### src/rtl/noc_output_arbiter_if.sv
// noc_output_arbiter_if
//   Bundle of the arbiter's handshake and data signals for one output link.
//   master : the side that presents requests/flits and downstream backpressure
//   slave  : the arbiter itself
//   req_in     port i presents a valid flit
//   data_in    flit of port i at [i*BUS_WIDTH +: BUS_WIDTH]
//   buffer_out 1 = port i must hold its flit this cycle
//   buffer_in  1 = downstream full
//   router_out registered output flit, out_valid marks a new one
//   grant      one-hot owner of the current/last transfer
//   locked     mid-packet, err_flit one-cycle protocol error pulse
interface noc_output_arbiter_if #(
    parameter int BUS_WIDTH = 32,
    parameter int NUM_REQ   = 5
);
    logic [NUM_REQ-1:0]           req_in;
    logic [NUM_REQ*BUS_WIDTH-1:0] data_in;
    logic [NUM_REQ-1:0]           buffer_out;
    logic                         buffer_in;
    logic [BUS_WIDTH-1:0]         router_out;
    logic                         out_valid;
    logic [NUM_REQ-1:0]           grant;
    logic                         locked;
    logic                         err_flit;

    modport master (
        output req_in, data_in, buffer_in,
        input  buffer_out, router_out, out_valid, grant, locked, err_flit
    );

    modport slave (
        input  req_in, data_in, buffer_in,
        output buffer_out, router_out, out_valid, grant, locked, err_flit
    );
endinterface

### src/rtl/noc_output_arbiter.sv
// noc_output_arbiter
//   Packet-aware round-robin arbiter for one router output link. Shares the
//   link among NUM_REQ input ports, registers the winning flit, and locks the
//   link to a port from its head flit until its tail flit.
//   clk1 : clock, rising edge
//   rst  : asynchronous reset, active high
//   bus  : slave side of noc_output_arbiter_if (requests, flits, stalls,
//          registered output flit, grant, lock and error status)
module noc_output_arbiter #(
    parameter int BUS_WIDTH = 32,
    parameter int NUM_REQ   = 5,
    parameter int PTR_W     = 3
) (
    input  logic                clk1,
    input  logic                rst,
    noc_output_arbiter_if.slave bus
);
    localparam logic [1:0] FT_BODY   = 2'b00;
    localparam logic [1:0] FT_TAIL   = 2'b01;
    localparam logic [1:0] FT_HEAD   = 2'b10;
    localparam logic [1:0] FT_SINGLE = 2'b11;

    typedef enum logic {IDLE, BUSY} state_t;

    state_t               state, state_nxt;
    logic [PTR_W-1:0]     rr_ptr, rr_ptr_nxt;
    logic [PTR_W-1:0]     owner, owner_nxt;
    logic [PTR_W-1:0]     sel, sel_inc;
    logic                 sel_vld, accept;
    logic [NUM_REQ-1:0]   sel_oh;
    logic [BUS_WIDTH-1:0] flit;
    logic [1:0]           ftype;
    logic                 fwd, err;

    logic [BUS_WIDTH-1:0] router_out_q;
    logic                 out_valid_q, err_flit_q;
    logic [NUM_REQ-1:0]   grant_q;

    // Port selection. In BUSY only the owner may move. In IDLE the search
    // runs from the largest rotation offset down so the smallest offset from
    // rr_ptr is the one left standing.
    always_comb begin
        sel     = '0;
        sel_vld = 1'b0;
        if (state == BUSY) begin
            sel = owner;
            for (int i = 0; i < NUM_REQ; i++)
                if (owner == PTR_W'(i) && bus.req_in[i]) sel_vld = 1'b1;
        end else begin
            for (int k = NUM_REQ - 1; k >= 0; k--)
                for (int i = 0; i < NUM_REQ; i++)
                    if (bus.req_in[i] && ((int'(rr_ptr) + k) % NUM_REQ) == i) begin
                        sel     = PTR_W'(i);
                        sel_vld = 1'b1;
                    end
        end
    end

    always_comb begin
        flit = '0;
        for (int i = 0; i < NUM_REQ; i++) begin
            sel_oh[i] = (sel == PTR_W'(i));
            if (sel == PTR_W'(i)) flit = bus.data_in[i*BUS_WIDTH +: BUS_WIDTH];
        end
    end

    assign ftype   = flit[BUS_WIDTH-1 -: 2];
    assign accept  = sel_vld && !bus.buffer_in;
    assign sel_inc = (sel == PTR_W'(NUM_REQ - 1)) ? '0 : sel + 1'b1;

    // Everyone but an accepted winner holds, including idle ports.
    assign bus.buffer_out = ~(sel_oh & {NUM_REQ{accept}});

    always_comb begin
        state_nxt  = state;
        rr_ptr_nxt = rr_ptr;
        owner_nxt  = owner;
        fwd        = 1'b0;
        err        = 1'b0;
        if (accept) begin
            case (state)
                IDLE: begin
                    case (ftype)
                        FT_HEAD: begin
                            fwd       = 1'b1;
                            owner_nxt = sel;
                            state_nxt = BUSY;
                        end
                        FT_SINGLE: begin
                            fwd        = 1'b1;
                            rr_ptr_nxt = sel_inc;
                        end
                        // orphan body/tail: consumed so the port cannot wedge
                        default: err = 1'b1;
                    endcase
                end
                BUSY: begin
                    fwd = 1'b1;
                    if (ftype != FT_BODY) begin
                        // head/single mid-packet closes the packet as if it were the tail
                        rr_ptr_nxt = sel_inc;
                        state_nxt  = IDLE;
                        err        = (ftype != FT_TAIL);
                    end
                end
                default: state_nxt = IDLE;
            endcase
        end
    end

    always_ff @(posedge clk1 or posedge rst) begin
        if (rst) begin
            state        <= IDLE;
            rr_ptr       <= '0;
            owner        <= '0;
            grant_q      <= '0;
            router_out_q <= '0;
            out_valid_q  <= 1'b0;
            err_flit_q   <= 1'b0;
        end else begin
            state       <= state_nxt;
            rr_ptr      <= rr_ptr_nxt;
            owner       <= owner_nxt;
            out_valid_q <= fwd;
            err_flit_q  <= err;
            if (fwd) begin
                router_out_q <= flit;
                grant_q      <= sel_oh;
            end
        end
    end

    assign bus.router_out = router_out_q;
    assign bus.out_valid  = out_valid_q;
    assign bus.grant      = grant_q;
    assign bus.err_flit   = err_flit_q;
    assign bus.locked     = (state == BUSY);
endmodule

### src/flat_wrapper.sv
// flat-port wrapper written by rule: the top's interface ports become plain ports
module noc_output_arbiter_flat 
#(
    parameter int BUS_WIDTH = 32,
    parameter int NUM_REQ   = 5,
    parameter int PTR_W     = 3
)
  (clk1, rst, bus_req_in, bus_data_in, bus_buffer_in, bus_buffer_out, bus_router_out, bus_out_valid, bus_grant, bus_locked, bus_err_flit);
  noc_output_arbiter_if #(.BUS_WIDTH(BUS_WIDTH), .NUM_REQ(NUM_REQ)) bus_i ();
  input  logic clk1;
  input  logic rst;
  input wire logic [$bits(bus_i.req_in)-1:0] bus_req_in;
  input wire logic [$bits(bus_i.data_in)-1:0] bus_data_in;
  input wire logic [$bits(bus_i.buffer_in)-1:0] bus_buffer_in;
  output wire logic [$bits(bus_i.buffer_out)-1:0] bus_buffer_out;
  output wire logic [$bits(bus_i.router_out)-1:0] bus_router_out;
  output wire logic [$bits(bus_i.out_valid)-1:0] bus_out_valid;
  output wire logic [$bits(bus_i.grant)-1:0] bus_grant;
  output wire logic [$bits(bus_i.locked)-1:0] bus_locked;
  output wire logic [$bits(bus_i.err_flit)-1:0] bus_err_flit;
  assign bus_i.req_in = bus_req_in;
  assign bus_i.data_in = bus_data_in;
  assign bus_i.buffer_in = bus_buffer_in;
  assign bus_buffer_out = bus_i.buffer_out;
  assign bus_router_out = bus_i.router_out;
  assign bus_out_valid = bus_i.out_valid;
  assign bus_grant = bus_i.grant;
  assign bus_locked = bus_i.locked;
  assign bus_err_flit = bus_i.err_flit;
  noc_output_arbiter #(.BUS_WIDTH(BUS_WIDTH), .NUM_REQ(NUM_REQ), .PTR_W(PTR_W)) u_core (.clk1(clk1), .rst(rst), .bus(bus_i));
endmodule
### config.mk
export PLATFORM = sky130hd
export DESIGN_NAME = noc_output_arbiter_flat
export DESIGN_NICKNAME = d
export VERILOG_FILES = /design/src/rtl/noc_output_arbiter_if.sv /design/src/rtl/noc_output_arbiter.sv /design/src/flat_wrapper.sv
export SDC_FILE = /design/constraint.sdc
export NUM_CORES = 1
export LEC_CHECK = 0
export CORE_ASPECT_RATIO = 1.5
export CORE_UTILIZATION = 45
export CTS_BUF_LIST = sky130_fd_sc_hd__clkbuf_4 sky130_fd_sc_hd__clkbuf_8
export CTS_CLUSTER_DIAMETER = 200
export DETAILED_ROUTE_END_ITERATION = 16
export GPL_TIMING_DRIVEN = 0
export PLACE_DENSITY = 0.95
export SYNTH_ARGS = -nofsm -noshare
export SYNTH_HDL_FRONTEND = slang
export SYNTH_SLANG_ARGS = --single-unit
### constraint.sdc
create_clock -name clk1 -period 10.1 [get_ports clk1]
set_input_delay 2.525 -clock clk1 [delete_from_list [all_inputs] [get_ports clk1]]
set_output_delay 2.525 -clock clk1 [all_outputs]
set_load 0.01 [all_outputs]
Yosys cells after proc, flatten, opt, wreduce, memory -nomap -nowiden
Cells that the tools add are included.
{ "word_totals": {"regBits": 46, "latch_bits": 0, "mem_bits_rw": 0, "rom_bits": 0, "inputBits": 168, "output_inout_bits": 45, "mem_count": 0} }
{ "op_classes": {"addsub": 5, "n_mul": 0, "n_div": 5, "order_cmp": 0, "eq_ne": 33, "n_shift": 0, "mux": 75, "bitwise": 3, "n_reduce_logical": 43} }
{ "op_table": {"columns": ["op", "n"], "rows": [
  ["32-bit by 3-bit equality test with 1-bit output, second input constant", 10],
  ["32-bit by 2-bit equality test with 1-bit output, second input constant", 5],
  ["32-bit by 4-bit equality test with 1-bit output, second input constant", 5],
  ["32-bit logical NOT", 5],
  ["32-bit 2-to-1 mux", 5],
  ["32-bit by 4-bit remainder unit with 32-bit output, second input constant", 4],
  ["3-bit 2-to-1 mux", 25],
  ["1-bit 2-to-1 mux", 39],
  ["4-bit by 4-bit remainder unit with 32-bit output, second input constant", 1],
  ["1-bit logical AND", 31],
  ["3-bit by 2-bit equality test with 1-bit output, second input constant", 4],
  ["3-bit by 2-bit adder with 4-bit output, second input constant", 2],
  ["3-bit by 1-bit equality test with 1-bit output, second input constant", 2],
  ["3-bit equality test, second input constant", 2],
  ["3-bit logical NOT", 2],
  ["1-bit one-hot mux with 2 select lines", 3],
  ["3-bit one-hot mux with 2 select lines", 1],
  ["3-bit AND reduction", 2],
  ["5-bit AND", 1],
  ["5-bit inverter", 1],
  ["3-bit by 1-bit adder with 4-bit output, second input constant", 1],
  ["3-bit by 3-bit adder with 4-bit output, second input constant", 1],
  ["2-bit equality test, second input constant", 2],
  ["2-bit 2-to-1 mux", 2],
  ["other kinds (7)", 8]
]} }

Depth between registers and ports, before layout
Gate-level depths: netlist of the first run.
{ "logic_depth": {"word_depth": 40, "mapped_depth": 35, "ltp_nobuf": 29} }

Worst setup path before layout of the first run
Ideal clock, no wire load.
{ "synth_timing": {"path_type": "reg-to-output", "start": "reg u_core.rr_ptr[0]", "end": "out bus_buffer_out[4]", "arrival_ns": 5.541, "path_slack_ns": 2.034, "stages_incl_launch_ff": 25, "path_buffers": 6, "cell_sequence": "dfrtp_1 -> inv_1 -> clkbuf_1 -> clkbuf_1 -> ha_1 -> inv_1 -> clkbuf_1 -> ha_1 -> inv_1 -> ha_1 -> o311a_1 -> or4_1 -> clkbuf_1 -> a31oi_1 -> and3_1 -> nand2_1 -> a32oi_1 -> o31ai_1 -> and2_1 -> a21oi_1 -> ha_1 -> nor2b_1 -> clkbuf_1 -> clkbuf_1 -> nand2_1"} }
{ "synth_between": {"elab_chain_len": 33} }
{ "synth_rtl": {"columns": ["element", "line", "source"], "rows": [
  ["start, declared", "noc_output_arbiter.sv:26", "logic [PTR_W-1:0] rr_ptr, rr_ptr_nxt;"],
  ["start signal, assigned", "noc_output_arbiter.sv:122", "rr_ptr <= rr_ptr_nxt;"],
  ["branches (longest 31 deep; another with 32-bit by 4-bit remainder unit with 32-bit output)", null, null],
  ["5-bit AND (*)", "noc_output_arbiter.sv:72", "assign bus.buffer_out = ~(sel_oh & {NUM_REQ{accept}});"],
  ["5-bit inverter (*)", "noc_output_arbiter.sv:72", null],
  ["end, declared", "flat_wrapper.sv:15", "output wire logic [$bits(bus_i.buffer_out)-1:0] bus_buffer_out;"]
]} }
Every way passes the cells marked *.

Worst setup path after layout of the first run
Ends and elaborated chain as after synthesis.

==> results by group, run 1 <==
Floorplanning
  • Starting Density: 46.4%
  • Die height: 133 um
  • Row cnt: 47
  • # IOs: 213
  • Die area: 0.0118 mm2
  • Core area: 0.0111 mm2
  • Die width: 89.2 um

Cells and area
  • Commonest non-fill, non-tap cell in the layout: clkdlybuf4s50_1
  • Fin nets: 1117
  • Design Area, Final: 0.00755 mm2
  • P&R area growth vs syn: 47.3%
  • Layout cells sized above 1: 5.71%
  • Most frequent cells in the layout: clkdlybuf4s50_1, nor2_1, a21oi_1
  • N_diodes: 0

Timing
  • Final Slew Violations: 0
  • Slew @ Worst Pin: 813 ps
  • Hold Violations, Final: 0
  • Final period util: 95.2%
  • Fmax achieved: 0.104 GHz
  • Worst slew margin relative to its limit: 45.5%
  • Fin crit period: 9620 ps
  • Unrepaired setup endpoints after global routing: no
  • Clock Skew: 4.72 ps
  • Final setup vio count: 0
  • Min Hold Slack: 492 ps

Clock network
  • CTS sink count: 46
  • H-tree Lvls: 2
  • Cts repair resizes: 4
  • CTS tree: yes
  • Clk_lat worst skew: 310 ps
  • Clk buf depth: 2
  • Postcts setup bufs: 0
  • Clk root buf: clkbuf_8
  • TritonCTS Buffers: 5
  • Clk slew on worst S/H paths: 90 ps
  • CTS Hold Bufs: 0

Route
  • DRC Markers: 0
  • DR vias: 6863
  • DR iter-0 viols: 632
  • Routed WL: 22800 um
  • Initial DRT Pass Iterations: 6
  • DRT antenna net count: 0
  • Drt wl/cell: 21.2 um
  • Vias per cell: 6.38

Global routing
  • Total GRT Usage: 38.8%
  • Antenna violations before repair: 0
  • Vias in the first global route: 6786
  • First-pass GRT wire length: 34700 um
  • Remaining global-route overflow: 0
  • Maximum number of pins on one net before global-route repair: 38

Status
  • Outcome: finished clean

Yosys
  • Sequential share of the synthesized area: 22.4%
  • Post-Syn Area per Cell: 7.21 um2
  • Synth warn: 0
  • Number of synthesized register bits: 46
  • Leading area contributor after synthesis: dfrtp_1
  • Ys flop type: dfrtp_1
  • Synth Net Count: 901
  • EDFF count, synth: 0
  • Top-area cell type share of the netlist area: 22.4%
  • Syn Std Cell Area: 0.00513 mm2
  • Synth cell types: 75
  • Synth area leaders: dfrtp_1, a21oi_1, nor2_1
  • Syn Inst Count: 711
  • Ys async rst share: 100%

Setup path
  • Crit Path Category: register to primary output
  • Setup crit start kind: register
  • CP max FO: 14
  • CP Capture Type: primary output
  • Crit path DAT: 7090 ps
  • Data required, critical path: 7580 ps
  • Reg2reg setup slack: 2350 ps

Placed design
  • RD Place Congestion: 1.12
  • HPWL after detailed placement: 18000 um
  • Post-DP Area: 0.00742 mm2
  • Buffers on Ports: 209

Job
  • Max cap viols: 0

Worst hold path
  • Worst hold path class: register to register
## stage by stage
step | TNS (ps) | setup slack (ps) | util (%) | std cells
after floorplan | 0 | 2030 | - | 711
after global placement | 0 | 53.0 | 67.0 | 1067
after detailed placement | -16.8 | -16.8 | 67.1 | 1068
after CTS | 0 | 104 | 68.2 | 1075
after global routing | 0 | 122 | 68.3 | 1075
final | 0 | 482 | 68.3 | 1075
## metal layers
layer / track usage [%] / vias up / share of wire (%)
met1: 40.7 / 3186 / 32
li1: - / 3082 / -
met4: 26.1 / 0 / 7.7
met2: 67.3 / 478 / 50
met3: 8.23 / 117 / 10
met5: 0 / - / 0
## critical path, stage by stage, from the launching register on
cell,delay [ps]
dfrtp_2,500
clkinvlp_4,240
clkbuf_2,330
ha_1,370
inv_1,80
ha_1,360
nand2b_1,240
ha_1,360
nand2b_1,180
o211ai_1,180
o311ai_0,230
o21a_1,230
a31oi_1,350
a21bo_2,280
a32oi_1,260
o32ai_1,130
a32oi_1,270
o31ai_1,90
and2_1,190
a21oi_1,220
ha_1,360
nor2b_1,170
clkbuf_2,250
clkbuf_2,310
nand2_1,80
clkdlybuf4s50_1,480
## synth_stat cells, drive strengths merged, types with 6 or more instances
cell and number:
nor3 13, a221oi 31, nor2 115, nand2 44
nand2b 12, nand3 17, a31oi 13, mux2 16
a21oi 94, ha 22, buf 9, clkbuf 53
and3 13, a22oi 34, inv 24, dfrtp 46
a21o 8, o211ai 8, o22ai 7, a211oi 6
o21ai 27
## registers in the layout (all words and copies together) (netlist names)
signal                 flops
u_core.rr_ptr              3
u_core.bus.err_flit        1
u_core.bus.router_out     32
u_core.bus.grant           5
u_core.owner               3
u_core.bus.locked          1
u_core.bus.out_valid       1
## final cells by class
type,instances,area [um2]
multi-input combinational,576,3640
tap,147,184
fill,941,3500
sequential,46,1150
inverter,27,106
timing repair buffer,210,2110
clock inverter,2,37.5
buffer,61,246
clock buffer,6,76.3
## worst paths after layout
path	end	cells past startpoint	from
min in group asynchronous	u_core.bus.router_out[14]$_DFFE_PP0P_	2	rst
max in group asynchronous	u_core.rr_ptr[0]$_DFFE_PP0P_	3	rst
hold reg to reg	u_core.bus.router_out[31]$_DFFE_PP0P_	2	u_core.bus.router_out[31]$_DFFE_PP0P_
hold / removal	u_core.bus.router_out[31]$_DFFE_PP0P_	2	u_core.bus.router_out[31]$_DFFE_PP0P_
setup / recovery	bus_buffer_out[4]	25	u_core.rr_ptr[0]$_DFFE_PP0P_
setup reg to reg	u_core.bus.router_out[14]$_DFFE_PP0P_	32	u_core.rr_ptr[0]$_DFFE_PP0P_
## kinds of logic (layout without fill, tap and decap cells)
kind of cell | after synthesis | after routing | synth area share (%)
AND/OR/NAND/NOR | 249 | 249 | 22.7
flip-flops | 46 | 46 | 22.4
buffers and inverters | 89 | 306 | 6.71
AO/OA/AOI/OAI | 278 | 278 | 36.7
adder cells (fa/ha/maj) | 22 | 22 | 5.37
XOR/XNOR | 5 | 5 | 1.00
multiplexers | 22 | 22 | 5.00
Power of run 1 is not shown: default switching activity piles up to over one toggle a cycle in this logic, so the estimate is an artifact.
==> run 2, diff against run 1 <==
--- a/config.mk
+++ b/config.mk
@@ -6,12 +6,13 @@
 export NUM_CORES = 1
 export LEC_CHECK = 0
 export CORE_ASPECT_RATIO = 1.5
+export CORE_MARGIN = 2
 export CORE_UTILIZATION = 45
 export CTS_BUF_LIST = sky130_fd_sc_hd__clkbuf_4 sky130_fd_sc_hd__clkbuf_8
 export CTS_CLUSTER_DIAMETER = 200
 export DETAILED_ROUTE_END_ITERATION = 16
 export GPL_TIMING_DRIVEN = 0
-export PLACE_DENSITY = 0.95
+export PLACE_DENSITY = 0.84
 export SYNTH_ARGS = -nofsm -noshare
 export SYNTH_HDL_FRONTEND = slang
 export SYNTH_SLANG_ARGS = --single-unit
==> run 2 against run 1 <==
  * Critical path depth is 1 lower
  * Hold slack better by 10 ps
  * Utilization hardly changed
  * Fmax is 1.2% lower
  * Die area is 3.8% higher
  * Sequential share of layout area hardly changed
  * Clock skew is 5.5 ps higher
  * Worst setup slack worse by 120 ps
==> results by group, run 2 (synthesis results as in run 1) <==
Worst hold path
  • Worst hold path class: register to register
  • Hold depth: 2 (unchanged)

Cells and area
  • Commonest non-fill, non-tap cell in the layout: clkdlybuf4s50_1
  • Finished Layout Cells: 1080 (+0.47%)
  • N_diodes: 0 (unchanged)
  • Layout cells sized above 1: 5.89% (+0.18 points)
  • Largest register FFs: 32 (unchanged)
  • Fillers: 973 (+3.4%)
  • Storage cell area: 0.00115 mm2 (-0.11%)
  • Most frequent cells in the layout: clkdlybuf4s50_1, nor2_1, a21oi_1
  • P&R area growth vs syn: 47.4% (about the same)
  • Design Area, Final: 0.00756 mm2 (about the same)
  • Multi-input gate area: 0.00363 mm2 (-0.21%)
  • Fin nets: 1123 (+0.54%)

Global routing
  • First-pass GRT wire length: 33400 um (-3.6%)
  • Met1 Usage GRT: 36.7% (-4.0 points)
  • Vias in the first global route: 6554 (-3.4%)
  • Remaining global-route overflow: 0 (unchanged)
  • Met2 usage: 63.7% (-3.7 points)
  • Antenna violations before repair: 0 (unchanged)
  • Global Route met3 Usage: 6.36% (-1.9 points)
  • Top Usage Layer GRT: met2
  • Total GRT Usage: 34.3% (-4.5 points)
  • Maximum number of pins on one net before global-route repair: 38 (unchanged)

Clock network
  • Clk buf depth: 2 (unchanged)
  • Clk slew on worst S/H paths: 80 ps (about the same)
  • Clk root buf: clkbuf_8
  • H-tree Lvls: 2 (unchanged)
  • CTS tree: yes
  • Clk_lat worst skew: 310 ps (about the same)
  • CTS sink count: 46 (unchanged)
  • CTS Hold Bufs: 0 (unchanged)
  • TritonCTS Buffers: 5 (unchanged)

Setup path
  • CP Capture Type: primary output
  • Setup crit start kind: register
  • Data required, critical path: 7580 ps (about the same)
  • CP max FO: 11 (-3)
  • R2R cell count: 31 (-3.1%)
  • CP max stage delay: 580 ps (+80 ps)
  • Slowest CP cell: dfrtp_1
  • Crit path DAT: 7210 ps (+120 ps)
  • Worst-path cell chain: clkinvlp_4, clkbuf_2, ha_1, inv_1, clkbuf_2, ha_1, inv_1, ha_1, o311a_1, or4_1, clkbuf_1, a31oi_1, and3_1, nand2_1, a32oi_1, o31ai_1, and2_1, a21oi_1, ha_1, nor2b_1, clkbuf_2, clkbuf_2, nand2_1, clkdlybuf4s50_1
  • Crit Path Category: register to primary output

Status
  • Outcome: finished clean

Route
  • Drt wl/cell: 20.1 um (-5.1%)
  • DR vias: 6669 (-2.8%)
  • Routed WL: 21700 um (-4.6%)
  • DRT antenna net count: 0 (unchanged)
  • DRC Markers: 0 (unchanged)
  • DR iter-0 viols: 396 (-37%)
  • Vias per cell: 6.18 (-3.3%)
  • Initial DRT Pass Iterations: 5 (-1)

Timing
  • Final setup margin: 361 ps (-121 ps)
  • Final Slew Violations: 0 (unchanged)
  • Final setup vio count: 0 (unchanged)
  • Hold Violations, Final: 0 (unchanged)
  • Unrepaired setup endpoints after global routing: no
  • Fin crit period: 9740 ps (+121 ps)
  • Fmax achieved: 0.103 GHz (-1.2%)
  • Final period util: 96.4% (+1.2 points)
  • Worst slew margin relative to its limit: 39.2% (-6.2 points)
  • Slew @ Worst Pin: 905 ps (+91.5 ps)
  • Min Hold Slack: 502 ps (+10.1 ps)
  • Clock Skew: 10.2 ps (+5.53 ps)

Floorplanning
  • Die height: 135 um (+1.5%)
  • Row cnt: 47 (unchanged)
  • Starting Density: 46.4% (unchanged)
  • Die area: 0.0123 mm2 (+3.8%)
  • Die width: 91.2 um (+2.2%)
  • # IOs: 213 (unchanged)
  • Core area: 0.0111 mm2 (unchanged)

Placed design
  • Post-DP Area: 0.00742 mm2 (unchanged)
  • RD Place Congestion: 1.03 (-8.4%)
  • Place WS: -163 ps (-146 ps)
  • Buffers on Ports: 209 (unchanged)
  • Placed insts: 1068 (unchanged)
  • HPWL after detailed placement: 17500 um (-2.9%)

Job
  • Max cap viols: 0 (unchanged)
[run 2: changes by cell type in the layout (fill, tap and decap cells not counted), sizes merged]
| cell | change |
|---|---|
| buf | +6 |
| bufinv | -1 |
| clkinvlp | -1 |
| clkbuf | +1 |
[run 2: final cells by class]
cell class | instances | area share (%)
clock buffers | 7 | 1.11
flip-flops and latches | 46 | 15.2
repair buffers | 216 | 28.5
plain buffers | 61 | 3.24
inverters | 27 | 1.41
well taps | 147 | 2.43
multi-input cells | 576 | 48.0
[run 2: final timing paths]
check | from | to | slack, ps
setup / recovery | u_core.rr_ptr[0]$_DFFE_PP0P_ | bus_buffer_out[4] | 360
hold / removal | u_core.bus.router_out[31]$_DFFE_PP0P_ | u_core.bus.router_out[31]$_DFFE_PP0P_ | 500
setup reg to reg | u_core.rr_ptr[0]$_DFFE_PP0P_ | u_core.bus.router_out[12]$_DFFE_PP0P_ | 2280
hold reg to reg | u_core.bus.router_out[31]$_DFFE_PP0P_ | u_core.bus.router_out[31]$_DFFE_PP0P_ | 500
max in group asynchronous | rst | u_core.bus.grant[3]$_DFFE_PP0P_ | 7130
min in group asynchronous | rst | u_core.bus.router_out[6]$_DFFE_PP0P_ | 2470
[run 2: routing by layer]
layer | vias to the layer above | part of all wire, %
met5 | - | 0
met4 | 0 | 5.8
met3 | 92 | 9.6
met2 | 440 | 51
met1 | 3049 | 34
li1 | 3088 | -
[run 2: timing repair]
| item | CTS | global route |
|---|---|---|
| endpoints found under the hold margin | 0 | 0 |
| resized for setup | 4 | 5 |
| setup endpoints to repair | 3 | 3 |
| buffers inserted | 0 | 6 |
[run 2: worst max-delay path, delay by kind of cell (launching register included)]
kind / cells / cell delay [ps]
buf+inv: 9 / 2380
fa+ha+maj: 4 / 1400
simple gates: 6 / 1380
compound gates: 5 / 1160
flops: 1 / 580
[run 2: per-stage QoR]
stage	setup TNS [ps]	util, %
after global routing	0	68.4
after detailed placement	-163	67.1
after global placement	-203	67.0
after floorplan	0	-
after CTS	0	67.9
final	0	68.4
Power of run 2 is left out for the same reason.
==> run 3, diff against run 2 <==
--- a/config.mk
+++ b/config.mk
@@ -5,6 +5,7 @@
 export SDC_FILE = /design/constraint.sdc
 export NUM_CORES = 1
 export LEC_CHECK = 0
+export CAP_MARGIN = 20
 export CORE_ASPECT_RATIO = 1.5
 export CORE_MARGIN = 2
 export CORE_UTILIZATION = 45
==> results of run 3 <==
No change in the layout: final DEF, timing and power equal those of run 2.
Power of run 3 is left out for the same reason.
